File: config.mk
export PLATFORM = sky130hd
export DESIGN_NAME = imem_boot_loader
export DESIGN_NICKNAME = d
export VERILOG_FILES = /design/src/rtl/imem_boot_loader.sv
export SDC_FILE = /design/constraint.sdc
export NUM_CORES = 1
export LEC_CHECK = 0
export ABC_AREA = 0
export CAP_MARGIN = 20
export CORE_MARGIN = 10
export CORE_UTILIZATION = 43
export DETAILED_ROUTE_END_ITERATION = 10
export GPL_ROUTABILITY_DRIVEN = 0
export PLACE_DENSITY = 0.8
export SYNTH_ARGS = -nofsm -noshare
export SYNTH_HDL_FRONTEND = slang
export SYNTH_SLANG_ARGS = --single-unit
File: constraint.sdc
create_clock -name clk -period 2.4 [get_ports clk]
set_input_delay 0.24 -clock clk [delete_from_list [all_inputs] [get_ports clk]]
set_output_delay 0.24 -clock clk [all_outputs]
set_load 0.05 [all_outputs]
File: src/rtl/imem_boot_loader.sv
// -----------------------------------------------------------------------------
// imem_boot_loader
//
// Boot stage for the single-cycle MIPS computer. Program words arrive on a
// valid/ready stream and are written into instruction memory starting at word
// address 0. The CPU is held in reset while the image loads and is released a
// fixed number of cycles after the final write.
//
// Optional feature macro: CHECKSUM_EN
//   defined   : the in_last word is a checksum (sum of data words mod 2**N),
//               not written to imem. A mismatch raises chk_err and parks in ERROR.
//   undefined : the in_last word is an ordinary data word; chk_err is tied 0.
//
// Parameters
//   N           data/instruction word width
//   AW          imem word-address width (2**AW words)
//   REL_CYCLES  cycles cpu_reset stays high after the final imem write (>= 1)
//
// Ports
//   clk         system clock, all state on posedge
//   reset       asynchronous active-low reset
//   start       one-cycle pulse, begin (re)load from address 0
//   in_valid    stream word valid
//   in_data     stream word
//   in_last     final word of the image
//   in_ready    loader accepts a word this cycle
//   imem_we     instruction-memory write enable (registered)
//   imem_addr   instruction-memory word address (registered)
//   imem_wdata  instruction-memory write data (registered)
//   cpu_reset   active-high reset to the computer (registered)
//   load_done   image loaded, CPU running
//   word_count  words written in the current load
//   ovf_err     image exceeded 2**AW words (sticky until start)
//   chk_err     checksum mismatch (sticky until start)
// -----------------------------------------------------------------------------
module imem_boot_loader #(
  parameter int N          = 32,
  parameter int AW         = 6,
  parameter int REL_CYCLES = 2
) (
  input  logic          clk,
  input  logic          reset,
  input  logic          start,
  input  logic          in_valid,
  input  logic [N-1:0]  in_data,
  input  logic          in_last,
  output logic          in_ready,
  output logic          imem_we,
  output logic [AW-1:0] imem_addr,
  output logic [N-1:0]  imem_wdata,
  output logic          cpu_reset,
  output logic          load_done,
  output logic [AW:0]   word_count,
  output logic          ovf_err,
  output logic          chk_err
);

  localparam int RCW = (REL_CYCLES > 1) ? $clog2(REL_CYCLES) : 1;
  localparam logic [RCW-1:0] REL_LAST = RCW'(REL_CYCLES - 1);
  // word_count value once every imem slot has been used
  localparam logic [AW:0] DEPTH = {1'b1, {AW{1'b0}}};

  typedef enum logic [2:0] {
    S_IDLE,
    S_LOAD,
    S_RELEASE,
    S_RUN,
    S_ERROR
  } state_t;

  state_t          state_reg,     state_next;
  logic [RCW-1:0]  rel_cnt_reg,   rel_cnt_next;
  logic            we_reg,        we_next;
  logic [AW-1:0]   addr_reg,      addr_next;
  logic [N-1:0]    wdata_reg,     wdata_next;
  logic            cpu_reset_reg, cpu_reset_next;
  logic            load_done_reg, load_done_next;
  logic [AW:0]     count_reg,     count_next;
  logic            ovf_reg,       ovf_next;
`ifdef CHECKSUM_EN
  logic            chk_reg,       chk_next;
  logic [N-1:0]    sum_reg,       sum_next;
`endif

  logic handshake;
  logic full;

  assign in_ready  = (state_reg == S_LOAD);
  assign handshake = in_valid && in_ready;
  assign full      = (count_reg == DEPTH);

  // ---------------------------------------------------------------------------
  // State register and all registered outputs
  // ---------------------------------------------------------------------------
  always_ff @(posedge clk or negedge reset) begin
    if (!reset) begin
      state_reg     <= S_IDLE;
      rel_cnt_reg   <= '0;
      we_reg        <= 1'b0;
      addr_reg      <= '0;
      wdata_reg     <= '0;
      cpu_reset_reg <= 1'b1;
      load_done_reg <= 1'b0;
      count_reg     <= '0;
      ovf_reg       <= 1'b0;
`ifdef CHECKSUM_EN
      chk_reg       <= 1'b0;
      sum_reg       <= '0;
`endif
    end else begin
      state_reg     <= state_next;
      rel_cnt_reg   <= rel_cnt_next;
      we_reg        <= we_next;
      addr_reg      <= addr_next;
      wdata_reg     <= wdata_next;
      cpu_reset_reg <= cpu_reset_next;
      load_done_reg <= load_done_next;
      count_reg     <= count_next;
      ovf_reg       <= ovf_next;
`ifdef CHECKSUM_EN
      chk_reg       <= chk_next;
      sum_reg       <= sum_next;
`endif
    end
  end

  // ---------------------------------------------------------------------------
  // Next-state and next-output logic
  // ---------------------------------------------------------------------------
  always_comb begin
    state_next     = state_reg;
    rel_cnt_next   = rel_cnt_reg;
    we_next        = 1'b0;          // write strobe is a single-cycle pulse
    addr_next      = addr_reg;
    wdata_next     = wdata_reg;
    cpu_reset_next = cpu_reset_reg;
    load_done_next = load_done_reg;
    count_next     = count_reg;
    ovf_next       = ovf_reg;
`ifdef CHECKSUM_EN
    chk_next       = chk_reg;
    sum_next       = sum_reg;
`endif

    if (start) begin
      // start has priority over everything, including a same-cycle handshake,
      // whose word is simply discarded.
      state_next     = S_LOAD;
      rel_cnt_next   = '0;
      cpu_reset_next = 1'b1;
      load_done_next = 1'b0;
      count_next     = '0;
      ovf_next       = 1'b0;
`ifdef CHECKSUM_EN
      chk_next       = 1'b0;
      sum_next       = '0;
`endif
    end else begin
      case (state_reg)
        S_LOAD: begin
          if (handshake) begin
`ifdef CHECKSUM_EN
            if (in_last) begin
              // checksum word: compared, never written, never counted
              rel_cnt_next = '0;
              if (in_data == sum_reg) begin
                state_next = S_RELEASE;
              end else begin
                chk_next   = 1'b1;
                state_next = S_ERROR;
              end
            end else
`endif
            if (full) begin
              // image larger than imem: drop the word and park
              ovf_next   = 1'b1;
              state_next = S_ERROR;
            end else begin
              we_next    = 1'b1;
              addr_next  = count_reg[AW-1:0];
              wdata_next = in_data;
              count_next = count_reg + 1'b1;
`ifdef CHECKSUM_EN
              sum_next   = sum_reg + in_data;
`endif
              if (in_last) begin
                rel_cnt_next = '0;
                state_next   = S_RELEASE;
              end
            end
          end
        end

        S_RELEASE: begin
          // The first RELEASE cycle coincides with the final imem_we, so
          // REL_CYCLES cycles here put the cpu_reset fall REL_CYCLES cycles
          // after that write.
          if (rel_cnt_reg == REL_LAST) begin
            state_next     = S_RUN;
            cpu_reset_next = 1'b0;
            load_done_next = 1'b1;
          end else begin
            rel_cnt_next = rel_cnt_reg + 1'b1;
          end
        end

        default: begin
          // IDLE, RUN and ERROR only leave on start
        end
      endcase
    end
  end

  assign imem_we    = we_reg;
  assign imem_addr  = addr_reg;
  assign imem_wdata = wdata_reg;
  assign cpu_reset  = cpu_reset_reg;
  assign load_done  = load_done_reg;
  assign word_count = count_reg;
  assign ovf_err    = ovf_reg;
`ifdef CHECKSUM_EN
  assign chk_err    = chk_reg;
`else
  assign chk_err    = 1'b0;
`endif

endmodule

==> metrics <==
Post-synth EDFFs 0; share of post-route cells with drive strength above 1 0.2196; met2 wire length 2.487 mm; DRC Markers 0; Die Y 92.21 um; Die ar. approximately 8500 sq um; maxcap violations 0; setup TNS 0 ns; syn_area_per_cell 13.76 sq um; I/O pins 88; largest net degree at the start of global routing 54; Worst Tran Pin Value 0.6403 ns; main combinational cell family by area after synthesis multiplexers; required time of the critical path 2.16 ns; Final ANT Viol Nets 0; reg2reg path depth 6; compound-gate portion of the synthesized area 0.06585; vias 1615; Chip Width 92.21 um; postcts setup bufs 0; PD cells approximately 900 nW/um^2; Hold-fix buffers, CTS 0; simple-gate share of the synthesized area 0.07924; yosys warns 0; CP bufs+invs 1; peak supply drop 0.5099 mV; #FFs+latches synth 53; vias in the first global route 1649; initial antenna violation count 0; RSZ-0062 raised after global routing no; placed cell area 3203 sq um; mux contribution to synthesized area 0.2154; area of the multi-input gates 844.6 sq um; final wirelength 5.306 mm; PnR worst setup slack between 0.2 and 0.3 ns; Vias/cell 4.969; Worst setup EP type output port; met3 routed wirelength 337 um; final core utilization 0.6489; Post-Route M1 WL 2.402 mm; slowest cell on the critical path clkdlybuf4s50_1; grt total ovfl 0; max reg flops 32; Post-Synth XOR/XNOR Area 0; CTS root buffer clkbuf_8; reg-to-reg startpoint word_count[0]; Slew Viols, Final 0; CP max FO 8; R2R Setup Slk 0.34 ns; DRT Pass-1 Iters 4; FF-to-FF End imem_wdata[17]; Placement Setup Slack approximately 0.3 ns; FF/Latch Area 1328 sq um; Clk pin slew, worst setup/hold paths ~0.090 ns; first-pass GRT wire length ~8.6 mm; leakage power approximately 1.4 nW; Area contributors post-synth dfrtp_1 (58%), mux2_2 (15%), mux2_4 (6.0%); Post-synth ARST share 1.000; uppermost layer routed met4; Netlist cell types 35; # fillers 425; critical path depth in cells 2; post-layout min period 2.137 ns; initial core utilization 0.4418; Synth Flop Type dfrtp_1; Core Rows 26; Design Area, Final 3293 sq um; Worst setup startpoint state_reg[0]; TritonCTS Buffers 5; post-detail-place hpwl 4.050 mm; sequential share of the synthesized area 0.5921; Relative slew margins 0.5731; CTS tree yes; fmax around 470 MHz; CTS Sinks 53; number of hold violations in the final report 0; Mapped Area 2242 sq um; area leader, netlist dfrtp_1; GRT Total Usage 0.1242; Mapped Cells 163; crit path cell chain nor3b_1, clkdlybuf4s50_1; fin crit share 0.8904; adder-cell area share of the yosys netlist 0.01116; min-delay worst type input pin to async pin; crit path DAT 1.90 ns; clk_skew ~0.0031 ns; PortBufs 86; H-tree Lvls 2; initial DRC count 43; clk buf depth 2; synthesis-to-layout area growth 46.88%; max incr delay on CP between 0.8 and 0.9 ns; PostCTS Resize Cnt 0; Crit Path Category flip-flop to output port; routed len/inst roughly 16 um; Worst-Skew Late Latency 0.30 ns; critical path's top delay family buffers and inverters; Mapped Nets 202; core area 5075 sq um; outcome completed; final setup fails 0; Final #Nets roughly 290; post-synth top area share 0.5804; startpoint types flip-flop; total power 2.955 mW; n_diodes 0
[cell usage in the layout (no fill, tap or decap), drive strengths merged, types with 2 or more instances in the layout]
cell,instances
a21oi,12
and2,2
buf,7
clkbuf,6
clkdlybuf4s50,85
dfrtp,52
ha,2
inv,8
mux2,39
nand2,3
nand3,6
nand3b,2
nor2,6
o21ai,3
o31ai,2
or3,2
or4,2
[how the worst max path moves through the flow]
stage,endpoint,slack (ns)
2_1_floorplan,ovf_err,0.14
4_1_cts,in_ready,0.25
5_1_grt,in_ready,0.15
6_report,in_ready,0.26
3_5_place_dp,imem_wdata[17],0.30
3_3_place_gp,imem_wdata[17],0.32
[logic make-up (layout without fill, tap and decap cells)]
group,after synthesis,after routing
compound gates,23,23
fa+ha+maj,2,2
buf+inv,15,107
flops,53,53
mux,40,40
other cells,1,1
simple gates,29,29
[power breakdown]
part | leakage (nW) | internal (mW) | switching, mW
Clock | 0.0433 | 0.228 | 0.275
Sequential | 0.660 | 1.06 | 0.0944
Combinational | 0.666 | 0.504 | 0.795
Total | 1.37 | 1.79 | 1.16
[stage by stage]
| stage | std cells | hold slack (ns) |
|---|---|---|
| after floorplan | 163 | -0.05559 |
| after global placement | 318 | 0.4018 |
| after detailed placement | 318 | 0.4045 |
| after CTS | 325 | 0.07221 |
| after global routing | 325 | 0.08469 |
| final | 325 | 0.05125 |
[synthesized netlist by cell type, types with 2 or more instances]
| library cell | n |
|---|---|
| buf_2 | 2 |
| or4_1 | 2 |
| mux2_2 | 30 |
| ha_1 | 2 |
| nand3_1 | 6 |
| a21oi_1 | 12 |
| o31ai_1 | 2 |
| or3_1 | 2 |
| buf_6 | 2 |
| nand2_1 | 3 |
| inv_1 | 8 |
| dfrtp_1 | 52 |
| nand3b_1 | 2 |
| nor2_1 | 6 |
| o21ai_0 | 3 |
| mux2_4 | 9 |
| clkbuf_1 | 2 |
[layer usage]
metal	vias to the layer above	track usage
li1	760	-
met1	787	0.1543
met2	61	0.1941
met3	7	0.04645
met4	0	0.04242
met5	-	0
[area by class of cell]
cell class / count / share of cell area
Clock buffer: 6 / 0.02508
Clock inverter: 1 / 0.002280
Inverter: 8 / 0.009119
Multi-Input combinational cell: 95 / 0.2565
Sequential cell: 53 / 0.4031
Tap cell: 70 / 0.02660
Timing Repair Buffer: 92 / 0.2774
Note: power is estimated with default switching activity, not from simulation.
